### src/rtl/cmp_share_arb.sv
// ============================================================================
// Module      : cmp_share_arb
// Description : Round-robin arbiter that time-shares one unsigned N-bit
//               comparator between NREQ requesters. One request is granted
//               per cycle and its 1-bit result is returned through a single
//               registered output slot tagged with the requester index.
//               Optional build macro CMP_ARB_SIGNED_EN enables signed
//               opcodes 6 (signed lt) and 7 (signed gte).
// Revision    : 1.0 - initial release
// ============================================================================
`default_nettype none

// ----------------------------------------------------------------------------
// comparator : plain unsigned magnitude comparator shared by all requesters.
// ----------------------------------------------------------------------------
module comparator #(
    parameter int N = 8
) (
    input  logic [N-1:0] a,
    input  logic [N-1:0] b,
    output logic         eq,
    output logic         lt,
    output logic         gt
);

    assign eq = (a == b);
    assign lt = (a < b);
    assign gt = (a > b);

endmodule

// ----------------------------------------------------------------------------
// cmp_share_arb : arbiter, operand mux, flag select and output slot.
// ----------------------------------------------------------------------------
module cmp_share_arb #(
    parameter  int N    = 8,
    parameter  int NREQ = 4,
    localparam int IDW  = $clog2(NREQ)
) (
    input  logic              clk,
    input  logic              rst,
    input  logic [NREQ-1:0]   req_valid,
    output logic [NREQ-1:0]   req_ready,
    input  logic [NREQ*N-1:0] req_a,
    input  logic [NREQ*N-1:0] req_b,
    input  logic [NREQ*3-1:0] req_op,
    output logic              rsp_valid,
    input  logic              rsp_ready,
    output logic [IDW-1:0]    rsp_id,
    output logic              rsp_flag,
    output logic [2:0]        rsp_op
);

    localparam logic [2:0] c_OP_EQ  = 3'd0;
    localparam logic [2:0] c_OP_NEQ = 3'd1;
    localparam logic [2:0] c_OP_LT  = 3'd2;
    localparam logic [2:0] c_OP_LTE = 3'd3;
    localparam logic [2:0] c_OP_GT  = 3'd4;
    localparam logic [2:0] c_OP_GTE = 3'd5;
`ifdef CMP_ARB_SIGNED_EN
    localparam logic [2:0] c_OP_SLT  = 3'd6;
    localparam logic [2:0] c_OP_SGTE = 3'd7;
`endif

    // Output slot state: EMPTY means no result is being presented.
    typedef enum logic [0:0] {
        ST_EMPTY = 1'b0,
        ST_FULL  = 1'b1
    } slot_state_t;

    slot_state_t      r_state;
    slot_state_t      w_state_nxt;

    logic [IDW-1:0]   r_ptr;
    logic [IDW-1:0]   w_ptr_nxt;
    logic [IDW-1:0]   r_rsp_id;
    logic             r_rsp_flag;
    logic [2:0]       r_rsp_op;

    logic             w_can_issue;
    logic             w_gnt_found;
    logic [IDW-1:0]   w_gnt_idx;
    logic             w_fire;

    logic [N-1:0]     w_sel_a;
    logic [N-1:0]     w_sel_b;
    logic [2:0]       w_sel_op;
    logic [N-1:0]     w_cmp_a;
    logic [N-1:0]     w_cmp_b;
    logic             w_cmp_eq;
    logic             w_cmp_lt;
    logic             w_cmp_gt;
    logic             w_flag;

    // Index base+off wrapped into 0..NREQ-1 without needing a power of two.
    function automatic logic [IDW-1:0] wrap_idx(input logic [IDW-1:0] base,
                                                input int             off);
        logic [IDW:0] sum;
        sum = {1'b0, base} + (IDW+1)'(off);
        if (sum >= (IDW+1)'(NREQ)) begin
            sum = sum - (IDW+1)'(NREQ);
        end
        return sum[IDW-1:0];
    endfunction

    // A new result may be accepted when the slot is empty or being drained;
    // nothing is granted while reset is held so req_ready reads zero then.
    assign w_can_issue = !rst && ((r_state == ST_EMPTY) || rsp_ready);
    assign w_fire      = w_can_issue && w_gnt_found;

    // Round-robin search: first valid requester at or after the pointer.
    always_comb begin
        w_gnt_found = 1'b0;
        w_gnt_idx   = '0;
        for (int i = 0; i < NREQ; i++) begin
            if (!w_gnt_found && req_valid[wrap_idx(r_ptr, i)]) begin
                w_gnt_found = 1'b1;
                w_gnt_idx   = wrap_idx(r_ptr, i);
            end
        end
    end

    // Drive the one-hot grant back to the winning requester.
    always_comb begin
        req_ready = '0;
        if (w_fire) begin
            req_ready[w_gnt_idx] = 1'b1;
        end
    end

    assign w_ptr_nxt = (w_gnt_idx == IDW'(NREQ - 1)) ? '0 : w_gnt_idx + 1'b1;

    // Route the granted requester's operands and opcode to the comparator.
    assign w_sel_a  = req_a[w_gnt_idx*N +: N];
    assign w_sel_b  = req_b[w_gnt_idx*N +: N];
    assign w_sel_op = req_op[w_gnt_idx*3 +: 3];

`ifdef CMP_ARB_SIGNED_EN
    // Flipping both sign bits maps two's complement order onto unsigned
    // order, so the same lt output serves the signed opcodes.
    logic w_signed_op;
    assign w_signed_op = (w_sel_op[2:1] == 2'b11);
    assign w_cmp_a     = {w_sel_a[N-1] ^ w_signed_op, w_sel_a[N-2:0]};
    assign w_cmp_b     = {w_sel_b[N-1] ^ w_signed_op, w_sel_b[N-2:0]};
`else
    assign w_cmp_a = w_sel_a;
    assign w_cmp_b = w_sel_b;
`endif

    comparator #(
        .N (N)
    ) u_comparator (
        .a  (w_cmp_a),
        .b  (w_cmp_b),
        .eq (w_cmp_eq),
        .lt (w_cmp_lt),
        .gt (w_cmp_gt)
    );

    // Pick the flag requested by the opcode; unsupported opcodes read zero.
    always_comb begin
        w_flag = 1'b0;
        case (w_sel_op)
            c_OP_EQ:   w_flag = w_cmp_eq;
            c_OP_NEQ:  w_flag = !w_cmp_eq;
            c_OP_LT:   w_flag = w_cmp_lt;
            c_OP_LTE:  w_flag = w_cmp_lt || w_cmp_eq;
            c_OP_GT:   w_flag = w_cmp_gt;
            c_OP_GTE:  w_flag = !w_cmp_lt;
`ifdef CMP_ARB_SIGNED_EN
            c_OP_SLT:  w_flag = w_cmp_lt;
            c_OP_SGTE: w_flag = !w_cmp_lt;
`endif
            default:   w_flag = 1'b0;
        endcase
    end

    // Slot state register.
    always_ff @(posedge clk or posedge rst) begin
        if (rst) begin
            r_state <= ST_EMPTY;
        end else begin
            r_state <= w_state_nxt;
        end
    end

    // Slot next state: fill on grant, drain on accept with no new grant.
    always_comb begin
        w_state_nxt = r_state;
        case (r_state)
            ST_EMPTY: begin
                if (w_fire) begin
                    w_state_nxt = ST_FULL;
                end
            end
            ST_FULL: begin
                if (rsp_ready && !w_fire) begin
                    w_state_nxt = ST_EMPTY;
                end
            end
            default: w_state_nxt = ST_EMPTY;
        endcase
    end

    // Advance the round-robin pointer past each granted requester.
    always_ff @(posedge clk or posedge rst) begin
        if (rst) begin
            r_ptr <= '0;
        end else if (w_fire) begin
            r_ptr <= w_ptr_nxt;
        end
    end

    // Capture the granted result; contents hold whenever no grant occurs.
    always_ff @(posedge clk or posedge rst) begin
        if (rst) begin
            r_rsp_id   <= '0;
            r_rsp_flag <= 1'b0;
            r_rsp_op   <= '0;
        end else if (w_fire) begin
            r_rsp_id   <= w_gnt_idx;
            r_rsp_flag <= w_flag;
            r_rsp_op   <= w_sel_op;
        end
    end

    assign rsp_valid = (r_state == ST_FULL);
    assign rsp_id    = r_rsp_id;
    assign rsp_flag  = r_rsp_flag;
    assign rsp_op    = r_rsp_op;

endmodule

`default_nettype wire

### config.mk
export PLATFORM = sky130hd
export DESIGN_NAME = cmp_share_arb
export DESIGN_NICKNAME = d
export VERILOG_FILES = /design/src/rtl/cmp_share_arb.sv
export SDC_FILE = /design/constraint.sdc
export NUM_CORES = 1
export LEC_CHECK = 0
export ABC_AREA = 1
export BUFFER_PORTS_ARGS = -buffer_cell sky130_fd_sc_hd__clkbuf_2
export CAP_MARGIN = 20
export CORE_ASPECT_RATIO = 1.5
export CORE_MARGIN = 5
export CORE_UTILIZATION = 44
export DETAILED_ROUTE_END_ITERATION = 7
export GPL_TIMING_DRIVEN = 0
export PLACE_DENSITY = 0.87
export SLEW_MARGIN = 20
export SYNTH_ARGS = -nofsm -noshare
export SYNTH_HDL_FRONTEND = slang
export SYNTH_SLANG_ARGS = --single-unit
export TNS_END_PERCENT = 10
### constraint.sdc
create_clock -name clk -period 3.55 [get_ports clk]
set_input_delay 0.355 -clock clk [delete_from_list [all_inputs] [get_ports clk]]
set_output_delay 0.355 -clock clk [all_outputs]
set_load 0.005 [all_outputs]
-- Word level (Yosys, flattened, before mapping)
Cells that the tools add are included.
- bits in registers: 9
- bits in latches: 0
- RAM bits: 0
- ROM bits: 0
- input bits: 83
- logic and storage cells: 82
- memories: 0
- $add $sub $neg: 8
- $mul: 1
- div/mod/pow operators: 0
- magnitude comparators: 12
- eq/ne operators: 7
- shift-type cells: 3
- mux-type cells: 28
- bitwise logic cells: 1
- reduce and logical (&&, ||, !) cells: 17
- operator list (cell ; count):
    $shiftx 32x6->8 ; 2
    $mux 2 ; 9
    $lt 2x3->1 const B ; 5
    $shiftx 12x5->3 ; 1
    $mux 1 ; 11
    $ge 3x3->1 const B ; 3
    $bmux 1 s2 ; 4
    $eq 8x8->1 ; 1
    $gt 8x8->1 ; 1
    $lt 8x8->1 ; 1
    $sub 2x1->2 const B ; 4
    $logic_and 1x1->1 ; 7
    $logic_not 1->1 ; 7
    $add 2x2->3 const B ; 2
    $eq 3x2->1 const B ; 2
    $eq 3x3->1 const B ; 2
    $pmux 1 s6 ; 1
    $mul 2x2->4 const B ; 1
    $mux 4 ; 1
    $add 2x1->3 const B ; 1
    $eq 3x1->1 const B ; 1
    $ge 2x3->1 const B ; 1
    $logic_not 3->1 ; 1
    $add 2x1->2 const B ; 1
    other kinds (6) ; 7

-- Logic depth before layout (Yosys ltp)
Gate-level depths: netlist (run 1).
- depth in word-level cells: 19
- mapped depth: 24
- depth with buffers taken out: 23

-- By module
A second synthesis (run 1) with hierarchy kept.
- cell total of the unflattened synthesis: 280
- area total of the unflattened synthesis: 1704.1 µm²
- by module, submodules not included (module ; instances ; cells each ; area each (µm²) ; seq. area each (µm²)):
    cmp_share_arb ; 1 ; 242 ; 1460.2 ; 225.2
    comparator ; 1 ; 38 ; 244.0 ; 0.0

-- Worst setup path after synthesis (run 1)
No wires, ideal clock.
- path type: register to register
- start point: register r_ptr[0]
- end point: register r_rsp_flag (netlist: rsp_flag)
- library setup time: 0.122 ns
- data arrival time: 2.798 ns
- required time: 3.428 ns
- setup slack: 0.630 ns
- cell stages (with the launch flop): 21
- buffers on the path: 3
- clock period less this slack: 2.920 ns
- cells stage by stage: dfrtp_1 buf_4 nand2_2 nand3_2 nand2_2 nor2_1 nor2_2 nand2_4 nand2_4 buf_8 buf_4 nand2_1 a32o_1 ha_1 nand4_1 nor4_1 nand3_1 nand2_1 nand2_1 nand3_1 a21oi_1
- word-level cells in the longest chain between the ends: 18
- elaborated cells between the ends (all ways): 55
- classes of those cells: 7 x add/sub; 1 x mul; 6 x order compare; 6 x eq/ne; 3 x shift; 21 x mux; 11 x reduce/logical
- ends and longest elaborated chain (what ; RTL line ; text):
    from (decl) ; 74 ; logic [IDW-1:0] r_ptr;
    from (signal assigned) ; 210 ; r_ptr <= w_ptr_nxt;
    parallel branches: the longest is 18 deep, another holds $add 2x1->3 ; -- ;
    to (signal assigned) ; 222 ; r_rsp_flag <= w_flag;
    to (decl) ; 77 ; logic r_rsp_flag;
Parallel ways; which one is timed is not known. The select of a mux whose other input is x is not followed.
A chain may end at the register's enable or synchronous reset.

-- Final worst setup path (run 1)
- start point: register r_ptr[1]
- end point: register r_rsp_flag (netlist: rsp_flag)
- word-level cells in the longest chain between the ends: 18
- elaborated cells between the ends (all ways): 55
- classes of those cells: 7 x add/sub; 1 x mul; 6 x order compare; 6 x eq/ne; 3 x shift; 21 x mux; 11 x reduce/logical
- ends and longest elaborated chain (what ; RTL line ; text):
    parallel branches: the longest is 13 deep, another holds $add 2x1->3 ; -- ;
    $mux 2 (*) ; 116 ; if (!w_gnt_found && req_valid[wrap_idx(r_ptr, i)]) begin
    via w_gnt_idx[0] ; 82 ; logic [IDW-1:0] w_gnt_idx;
    $mul 2x2->4, or another cell as far along ; 136 ; assign w_sel_op = req_op[w_gnt_idx*3 +: 3];
    $shiftx 12x5->3, or another cell as far along ; 136 ;
    $eq 3x3->1, or another cell as far along ; 163 ; case (w_sel_op)
    $pmux 1 s6 (*) ; 163 ;
Mark *: on every way through the listed nets, which the timed path passes. The select of a mux whose other input is x is not followed.

==> impl_metrics.ini, run 1 <==
[cts]
tritoncts = built
cts_root_buf = clkbuf_8
cts_buffers = 3
cts.sinks = 9
clkTransAtPathRegs_ns = 0.04
htreeDepth = 1
insertion_delay_ns = 0.23
cts_hold_buf = 0
cts_buffer_depth = 2

[critical_path]
worstSetupPathType = register to register
worst_r2r_path_depth = 21
worstPathMaxFanout = 8
cpPeakStageDelay_ns = 0.43
slowest_stage = dfrtp_1
path_cells = inv_2, nand2_1, nand2_2, nand2_2, nand2_2, nor2_1, nor2_2, nand2_4, nand2_8, clkinvlp_4, buf_6, buf_2, nand2_1, a32oi_2, ha_1, nand4_1, nor4_4, nand3_1, nand3_1, nand3_2, a21oi_2
crit_family = simple AND/OR/NAND/NOR gates
critPathLaunchType = register
required_ns = 3.71
r2r-end = rsp_flag$_DFFE_PP0P_
critPathMostFrequentCell = nand2_2
r2r-start = r_ptr[1]$_DFFE_PP0P_
path_buf_inv = 4
cp-end-kind = register
arrival_ns = 3.50
r2r_slack_ns = 0.21

[global_route]
antenna_found_initial = 0
grt_overflow = 0
grt_pass1_wl_microns = 8107
grt_pass1_vias = 1976
grt_max_degree = 12
grt_usage_pct = 20.02

[logic_synthesis]
yosys_warnings = 0
syn_nets = 356
ys_ff_latch = 9
synth_cell_types = 30
netlist_area_sq_mm = 0.001593
netlist.area_leader.share_pct = 20.50
yosysTopAreaCell = nand2_1
synth_area_leaders = nand2_1 21%, dfrtp_1 14%, ha_1 9.4%, nand3_1 5.7%, a21oi_1 5.0%
syn_inst = 261
avgSynthCellArea_sq_um = 6.103
yosysSeqAreaShare_pct = 14.14

[floorplanning]
row_count = 26
io_pins = 94
coreArea_sq_mm = 0.003448
dieArea_sq_mm = 0.004948
start_util_pct = 46.19
fp.dieW_microns = 59.13
dieHeight_microns = 83.69

[routing]
wl_per_cell_microns = 12.93
drt_first_pass_iters = 4
wl_microns = 5327
drc = 0
routed-via-count = 2176
first_iter_violations = 95
antenna_left = 0
vias_per_cell = 5.282

[timing]
hold_slack_ns = 0.06319
setup_viol = 0
finalCritPeriodShare_pct = 93.97
period_minus_slack_ns = 3.336
setup_slack_ns = 0.2140
hold_violations = 0
relSlewSlack_pct = 67.05
worst_pin_slew_ns = 0.4909
fmax_ghz = 0.2998
fin_skew_ns = 0.0008240
drv_slew = 0

[finish]
nNetsFinal = 466
final_layout_size_suffix_gt1_share_pct = 42.70
fin_util_pct = 67.89
fin_cells = 412
syn_to_final_growth_pct = 46.98
n_antenna_cell = 0

[place]
dp_slack_ns = 0.2077
gp_congestion = 0.9016
io_buffer_count = 93
hpwl_microns = 4263
dp_cells = 396

[run_status]
status = finished clean

[hold_path]
min_path_type = input port to async pin

[run]
drv_cap = 0
-- layout by cell type, fill, tap and decap left out --
master | netlist | final
a211oi_2 | 0 | 1
a21oi_1 | 16 | 15
a21oi_2 | 1 | 2
a31oi_1 | 2 | 2
a32o_1 | 8 | 8
a32oi_1 | 4 | 2
a32oi_2 | 0 | 2
buf_2 | 3 | 3
buf_4 | 7 | 14
buf_6 | 0 | 3
buf_8 | 1 | 1
clkbuf_1 | 0 | 1
clkbuf_2 | 0 | 94
clkbuf_4 | 0 | 2
clkbuf_8 | 0 | 3
clkinvlp_4 | 0 | 1
dfrtp_1 | 9 | 9
ha_1 | 12 | 12
inv_1 | 20 | 19
inv_2 | 2 | 3
inv_4 | 1 | 1
nand2_1 | 87 | 85
nand2_2 | 10 | 11
nand2_4 | 3 | 3
nand2_8 | 0 | 1
nand3_1 | 18 | 17
nand3_2 | 7 | 7
nand3_4 | 0 | 1
nand4_1 | 2 | 2
nor2_1 | 19 | 18
nor2_2 | 1 | 2
nor2_4 | 1 | 1
nor4_4 | 0 | 1
o21ai_0 | 16 | 16
o21ai_1 | 2 | 2
o221ai_2 | 0 | 1
o22ai_1 | 4 | 4
-- per-stage QoR --
| step | area [sq um] | setup TNS (ns) |
|---|---|---|
| 2_1_floorplan | 1593 | 0 |
| 3_3_place_gp | 2111 | 0 |
| 3_5_place_dp | 2111 | 0 |
| 4_1_cts | 2156 | 0 |
| 5_1_grt | 2341 | -0.04870 |
| 6_report | 2341 | 0 |
-- sequential cells by signal (all words and copies together), names as in the netlist --
signal	flops
r_ptr	2
rsp_flag	1
rsp_id	2
rsp_op	3
rsp_valid	1
-- synth_stat cells --
master	count
o221ai_1	1
a31oi_1	2
ha_1	12
nor2_4	1
a32oi_1	4
clkinv_1	1
nor4_1	1
nand2_2	10
nor2_1	19
a32o_1	8
o21ai_0	16
nand4_1	2
dfrtp_1	9
buf_2	3
inv_4	1
a21oi_2	1
buf_4	7
o22ai_1	4
inv_2	2
nand3_2	7
nand2_4	3
buf_8	1
a211oi_1	1
inv_1	20
buf_1	1
nor2_2	1
o21ai_1	2
a21oi_1	16
nand3_1	18
nand2_1	87
-- layer usage --
layer | GRT usage, % | wire [microns] | vias up
li1 | - | - | 1102
met1 | 21.90 | 1995 | 961
met2 | 36.42 | 2754 | 97
met3 | 3.096 | 389 | 16
met4 | 8.247 | 188 | 0
met5 | 0 | 0 | -
-- timing repair --
action,CTS,global route
buffers inserted,0,11
resized for setup,0,23
endpoints found under the setup margin,0,1
-- cell families after synthesis --
kind of cell | Yosys count | share of synthesized area [%]
adder cells (fa/ha/maj) | 12 | 9.426
AO/OA/AOI/OAI | 55 | 21.84
AND/OR/NAND/NOR | 149 | 43.36
buffers and inverters | 36 | 11.23
flip-flops | 9 | 14.14
-- worst reg2reg max path, delay by kind of cell, from the launching register on --
| family | cells | cell delay [ns] |
|---|---|---|
| buf+inv | 4 | 0.65 |
| fa+ha+maj | 1 | 0.32 |
| compound gates | 2 | 0.24 |
| flops | 1 | 0.43 |
| simple gates | 14 | 1.64 |
-- final cells by class --
cell class              count  area [sq um]
well taps                  42         52.55
multi-input cells         216          1267
clock buffers               4         45.04
flip-flops and latches      9         225.2
plain buffers              12         103.9
fillers                   318          1107
repair buffers            105         550.5
inverters                  24         96.34
-- how the worst max path moves through the flow --
| stage | startpoint | end | cells past startpoint |
|---|---|---|---|
| after floorplan | r_ptr[0]$_DFFE_PP0P_ | rsp_flag$_DFFE_PP0P_ | 20 |
| after global placement | r_ptr[0]$_DFFE_PP0P_ | rsp_flag$_DFFE_PP0P_ | 20 |
| after detailed placement | r_ptr[0]$_DFFE_PP0P_ | rsp_flag$_DFFE_PP0P_ | 19 |
| after CTS | r_ptr[0]$_DFFE_PP0P_ | rsp_flag$_DFFE_PP0P_ | 19 |
| after global routing | r_ptr[0]$_DFFE_PP0P_ | rsp_flag$_DFFE_PP0P_ | 21 |
| final | r_ptr[1]$_DFFE_PP0P_ | rsp_flag$_DFFE_PP0P_ | 21 |
Power of run 1 is not shown: default switching activity piles up to over one toggle a cycle in this logic, so the estimate is an artifact.
==> inputs of run 2 (changes only) <==
--- a/config.mk
+++ b/config.mk
@@ -8,12 +8,15 @@
 export ABC_AREA = 1
 export BUFFER_PORTS_ARGS = -buffer_cell sky130_fd_sc_hd__clkbuf_2
 export CAP_MARGIN = 20
+export CELL_PAD_IN_SITES_DETAIL_PLACEMENT = 0
+export CELL_PAD_IN_SITES_GLOBAL_PLACEMENT = 1
 export CORE_ASPECT_RATIO = 1.5
 export CORE_MARGIN = 5
-export CORE_UTILIZATION = 44
+export CORE_UTILIZATION = 28
+export CTS_CLUSTER_DIAMETER = 80
 export DETAILED_ROUTE_END_ITERATION = 7
 export GPL_TIMING_DRIVEN = 0
-export PLACE_DENSITY = 0.87
+export PLACE_DENSITY = 0.86
 export SLEW_MARGIN = 20
 export SYNTH_ARGS = -nofsm -noshare
 export SYNTH_HDL_FRONTEND = slang
==> run 2 against run 1 <==
First-iteration DRC count decreased by 35%; critical path depth increased by 3; cell area decreased by 3.8%; via count decreased by 4.8%; critical path type unchanged; setup slack improved by 0.052 ns; routed wire length increased by 3.7%; critical endpoint unchanged; core utilization decreased by 27 points; non-clock buffer count decreased by 9; register-to-register slack improved by 0.05 ns; fmax increased by 1.6%; die area increased by 48%; count of clock-buffer cells in the layout decreased by 1.
==> impl_metrics.ini, run 2 (synthesized netlist as in run 1, its figures left out) <==
[global_route]
grt_usage_pct = 15.36
grt_pass1_wl_microns = 9156
grt_pass1_vias = 2195
antenna_found_initial = 0
grt_max_degree = 12
grt_overflow = 0

[finish]
fin_util_pct = 40.99
fin_cells = 431
n_antenna_cell = 0
nNetsFinal = 457
syn_to_final_growth_pct = 41.32
final_layout_size_suffix_gt1_share_pct = 39.06
largest_register_ffs = 3
final_cell_mix = 94 x clkbuf_2, 87 x nand2_1, 20 x inv_1
nFillCells = 635
final_common_cell = clkbuf_2

[cts]
insertion_delay_ns = 0.23
tritoncts = built
clkTransAtPathRegs_ns = 0.05
cts_buffers = 3
cts_hold_buf = 0
htreeDepth = 1
cts_buffer_depth = 2
cts.sinks = 9
cts_root_buf = clkbuf_8

[routing]
drt_first_pass_iters = 4
wl_per_cell_microns = 12.82
wl_microns = 5524
first_iter_violations = 62
vias_per_cell = 4.805
antenna_left = 0
drc = 0
routed-via-count = 2071

[floorplanning]
dieHeight_microns = 102.4
row_count = 33
io_pins = 94
coreArea_sq_mm = 0.005492
dieArea_sq_mm = 0.007328
fp.dieW_microns = 71.58
start_util_pct = 29.00

[critical_path]
path_cells = buf_6, nand2_1, nand2_1, nand2_1, nand2_1, nor2_4, nand3_2, nand2_4, nand2_4, clkinvlp_4, buf_6, nand2_1, a32o_2, ha_1, inv_1, nor2_1, nor2_1, nor2_1, a211oi_1, o221ai_1, nand2_1, nand2_1, nand3_1, a21oi_1
cp-end-kind = register
critPathMostFrequentCell = nand2_1
arrival_ns = 3.39
required_ns = 3.66
path_buf_inv = 4
cp.depth = 24
crit_end = rsp_flag$_DFFE_PP0P_
r2r-start = r_ptr[0]$_DFFE_PP0P_
worstPathMaxFanout = 10
r2r-end = rsp_flag$_DFFE_PP0P_
cpPeakStageDelay_ns = 0.40
startpoint = r_ptr[0]$_DFFE_PP0P_
worstSetupPathType = register to register
worst_r2r_path_depth = 24
crit_family = simple AND/OR/NAND/NOR gates
critPathLaunchType = register
r2r_slack_ns = 0.27
slowest_stage = dfrtp_1

[timing]
setup_slack_ns = 0.2655
worst_pin_slew_ns = 0.4446
finalSetupTns_ns = 0
fmax_ghz = 0.3045
setup_viol = 0
period_minus_slack_ns = 3.284
rsz0062_at_grt = no
relSlewSlack_pct = 70.16
fin_skew_ns = 0.004745
drv_slew = 0
finalCritPeriodShare_pct = 92.52
hold_violations = 0

[place]
gp_congestion = 0.8835
hpwl_microns = 4831
io_buffer_count = 93
dp_cells = 424
dp_slack_ns = 0.1633

[hold_path]
min_path_type = input port to async pin

[run]
drv_cap = 0

[run_status]
status = finished clean
-- run 2: cell types whose count changed in the layout (fill, tap and decap cells not counted), sizes merged --
cell | previous run | this run
buf | 21 | 13
clkinv | 0 | 1
clkbuf | 100 | 98
-- run 2: worst min-delay path by stage --
stage	to	depth (start not counted)	start	slack, ns
6_report	rsp_id[0]$_DFFE_PP0P_	2	rst	0.07
5_1_grt	rsp_id[0]$_DFFE_PP0P_	2	rst	0.09
4_1_cts	rsp_valid$_DFF_PP0_	2	rst	0.07
3_5_place_dp	rsp_valid$_DFF_PP0_	2	rst	0.32
3_3_place_gp	rsp_valid$_DFF_PP0_	2	rst	0.31
2_1_floorplan	r_ptr[0]$_DFFE_PP0P_	1	rst	0.19
-- run 2: area by class of cell --
cell class,count,area (sq um),area share (%)
Multi-Input combinational cell,216,1210,53.75
Timing Repair Buffer,96,488.0,21.68
Sequential cell,9,225.2,10.01
Buffer,12,97.59,4.336
Inverter,24,96.34,4.280
Tap cell,70,87.58,3.891
Clock buffer,3,41.29,1.834
Clock inverter,1,5.005,0.2223
-- run 2: routing by layer --
| layer | global-route usage, % | vias to the layer above | part of all wire [%] |
|---|---|---|---|
| met2 | 30.59 | 76 | 54 |
| met1 | 14.90 | 906 | 37 |
| li1 | - | 1077 | - |
| met4 | 6.946 | 0 | 3.0 |
| met5 | 0 | - | 0 |
| met3 | 2.854 | 12 | 6.5 |
-- run 2: worst reg2reg max path, stage by stage, from the launching register on --
cell	delay (ns)
dfrtp_1	0.40
buf_6	0.16
nand2_1	0.06
nand2_1	0.10
nand2_1	0.08
nand2_1	0.07
nor2_4	0.12
nand3_2	0.13
nand2_4	0.12
nand2_4	0.08
clkinvlp_4	0.14
buf_6	0.15
nand2_1	0.05
a32o_2	0.25
ha_1	0.27
inv_1	0.11
nor2_1	0.05
nor2_1	0.08
nor2_1	0.04
a211oi_1	0.20
o221ai_1	0.19
nand2_1	0.10
nand2_1	0.05
nand3_1	0.07
a21oi_1	0.07
-- run 2: what timing repair did --
item | CTS | global route
buffers inserted | 0 | 3
endpoints found under the setup margin | 0 | 1
gates resized for setup | 0 | 9
-- run 2: stage by stage --
stage	hold WS (ns)	cell area (sq um)
floorplan	0.1886	1593
global placement	0.3117	2146
detailed placement	0.3179	2146
CTS	0.07026	2192
global route	0.09252	2251
finish	0.06762	2251
Power of run 2 is left out for the same reason.
==> inputs of run 3 (changes only) <==
--- a/config.mk
+++ b/config.mk
@@ -10,15 +10,15 @@
 export CAP_MARGIN = 20
 export CELL_PAD_IN_SITES_DETAIL_PLACEMENT = 0
 export CELL_PAD_IN_SITES_GLOBAL_PLACEMENT = 1
-export CORE_ASPECT_RATIO = 1.5
 export CORE_MARGIN = 5
-export CORE_UTILIZATION = 28
+export CORE_UTILIZATION = 29
 export CTS_CLUSTER_DIAMETER = 80
 export DETAILED_ROUTE_END_ITERATION = 7
 export GPL_TIMING_DRIVEN = 0
-export PLACE_DENSITY = 0.86
+export PLACE_DENSITY = 0.87
 export SLEW_MARGIN = 20
 export SYNTH_ARGS = -nofsm -noshare
 export SYNTH_HDL_FRONTEND = slang
+export SYNTH_HIERARCHICAL = 1
 export SYNTH_SLANG_ARGS = --single-unit
 export TNS_END_PERCENT = 10
==> run 3 against run 2 <==
Fmax down 0.20%; critical path depth is 3 higher; highest routed layer unchanged; first-iteration DRC count is 37% higher; register-to-register slack is essentially flat; via count increased by 2.8%.
==> impl_metrics.ini, run 3 <==
[routing]
drt_first_pass_iters = 4
routed-via-count = 2130
wl_microns = 5436
wl_per_cell_microns = 12.00
vias_per_cell = 4.702
first_iter_violations = 85
antenna_left = 0
drc = 0

[floorplanning]
dieHeight_microns = 86.66
row_count = 28
dieArea_sq_mm = 0.007509
start_util_pct = 29.30
fp.dieW_microns = 86.66
io_pins = 94
coreArea_sq_mm = 0.005816

[logic_synthesis]
syn_inst = 280
synth-edff-count = 0
syn_nets = 375
avgSynthCellArea_sq_um = 6.086
yosysMostFrequentCell = nand2_1
yosysTopAreaCell = nand2_1
netlist_area_sq_mm = 0.001704
yosysSeqAreaShare_pct = 13.22
yosys_warnings = 6
synthArstFlopShare_pct = 100.0
synthTopCellsByCount = 100 x nand2_1, 33 x inv_1, 18 x a21oi_1
synthFlopType = dfrtp_1
ys_ff_latch = 9
synth_area_leaders = nand2_1 22%, dfrtp_1 13%, ha_1 8.8%, a32oi_1 8.2%, inv_1 7.3%
netlist.area_leader.share_pct = 22.03
synth_cell_types = 30

[cts]
tritoncts = built
insertion_delay_ns = 0.23
cts_buffers = 3
cts_root_buf = clkbuf_8
htreeDepth = 1
clkTransAtPathRegs_ns = 0.05
cts.sinks = 9
cts_buffer_depth = 2

[finish]
final_common_cell = nand2_1
final_layout_size_suffix_gt1_share_pct = 38.89
n_antenna_cell = 0
nNetsFinal = 474
final_cell_mix = 100 x nand2_1, 95 x clkbuf_2, 33 x inv_1
fin_util_pct = 40.17
syn_to_final_growth_pct = 37.08
largest_register_ffs = 3
nFillCells = 653

[timing]
fmax_ghz = 0.3039
setup_viol = 0
hold_violations = 0
drv_slew = 0
setup_slack_ns = 0.2590
finalSetupTns_ns = 0
finalCritPeriodShare_pct = 92.70
fin_skew_ns = 0.002860
relSlewSlack_pct = 71.60
worst_pin_slew_ns = 0.4231
period_minus_slack_ns = 3.291

[place]
hpwl_microns = 4526
gp_congestion = 0.8304
dp_slack_ns = 0.2404
io_buffer_count = 93

[critical_path]
worstPathMaxFanout = 10
critPathMostFrequentCell = nand2_1
slowest_stage = dfrtp_2
critPathLaunchType = register
worstSetupPathType = register to register
cpPeakStageDelay_ns = 0.43
path_buf_inv = 7
arrival_ns = 3.41
crit_family = simple AND/OR/NAND/NOR gates
cp-end-kind = register
required_ns = 3.67

[hold_path]
min_path_type = input port to async pin

[global_route]
grt_pass1_vias = 2038
grt_pass1_wl_microns = 8804
grt_max_degree = 12
grt_overflow = 0
grt_usage_pct = 14.06
antenna_found_initial = 0

[run_status]
status = finished clean

[run]
drv_cap = 0
## run 3: cell count changes in the layout (fill, tap and decap cells not counted), moves of 2 or more
cell      previous run  this run
inv_1               20        33
nand2_1             87       100
a32oi_1              4        16
nor2_1              19        10
o21ai_0             16         7
a32o_1               7         0
buf_4                8         2
o22ai_1              4         0
a21oi_2              1         4
nand3b_1             0         3
a21oi_1             16        18
nand3_1             18        16
nor2_2               1         3
## run 3: final timing paths
| kind | startpoint | endpoint | slack (ns) | depth (start not counted) |
|---|---|---|---|---|
| max | r_ptr[0]$_DFFE_PP0P_ | rsp_flag$_DFFE_PP0P_ | 0.26 | 27 |
| min | rst | rsp_id[0]$_DFFE_PP0P_ | 0.06 | 2 |
| max reg2reg | r_ptr[0]$_DFFE_PP0P_ | rsp_flag$_DFFE_PP0P_ | 0.26 | 27 |
| min reg2reg | rsp_id[1]$_DFFE_PP0P_ | rsp_id[1]$_DFFE_PP0P_ | 0.48 | 2 |
| max in group asynchronous | rst | r_ptr[0]$_DFFE_PP0P_ | 3.21 | 2 |
| min in group clk | rsp_ready | rsp_valid$_DFF_PP0_ | 0.34 | 2 |
## run 3: area by class of cell
class                           instances  area (sq um)  share of cell area [%]
Multi-Input combinational cell        220          1239                   53.03
Timing Repair Buffer                   94         473.0                   20.25
Inverter                               38         147.6                   6.320
Tap cell                               75         93.84                   4.017
Sequential cell                         9         226.5                   9.695
Buffer                                 13         111.4                   4.767
Clock buffer                            4         45.04                   1.928
## run 3: kinds of logic after synthesis
kind of cell / Yosys count / synth area share (%)
and+or+nand+nor: 158 / 44.13
buffers and inverters: 51 / 14.39
AOI/OAI and AO/OA: 50 / 19.46
adders and majority gates: 12 / 8.810
DFF: 9 / 13.22
## run 3: through the flow
stage	area, sq um	hold WS (ns)	instances
3_5_place_dp	2263	0.3155	448
2_1_floorplan	1704	0.1886	280
6_report	2336	0.06322	453
5_1_grt	2336	0.09562	453
3_3_place_gp	2263	0.3186	448
4_1_cts	2308	0.07759	452
## run 3: repair_timing
item,4_1_cts,5_1_grt
buffers inserted,0,1
endpoints found under the setup margin,0,1
gates resized for setup,0,10
hold buffers,0,0
## run 3: worst reg2reg max path, stage by stage (launching register included)
cell and delay, ns:
dfrtp_2 0.43, buf_6 0.16, nand2_1 0.07, nand2_1 0.09
nand2_1 0.09, nand2_2 0.06, nor2_4 0.12, nand3_2 0.12
nand2_4 0.12, nand2_4 0.08, buf_8 0.15, inv_4 0.11
buf_4 0.20, a21oi_1 0.09, a32oi_1 0.15, inv_1 0.06
ha_1 0.29, nand2_1 0.06, inv_2 0.06, nand3_2 0.06
nor3_2 0.18, a21oi_1 0.06, inv_1 0.06, nand3_1 0.08
nand3_1 0.07, nand2_1 0.06, nand2_1 0.07, a21oi_2 0.05
## run 3: layer usage
metal | share of wire [%] | up-vias | GRT usage (%)
li1 | - | 1113 | -
met5 | 0 | - | 0
met1 | 47 | 957 | 19.86
met2 | 47 | 58 | 22.88
met3 | 5.2 | 2 | 1.996
met4 | 0.24 | 0 | 2.550
Power of run 3 is left out for the same reason.
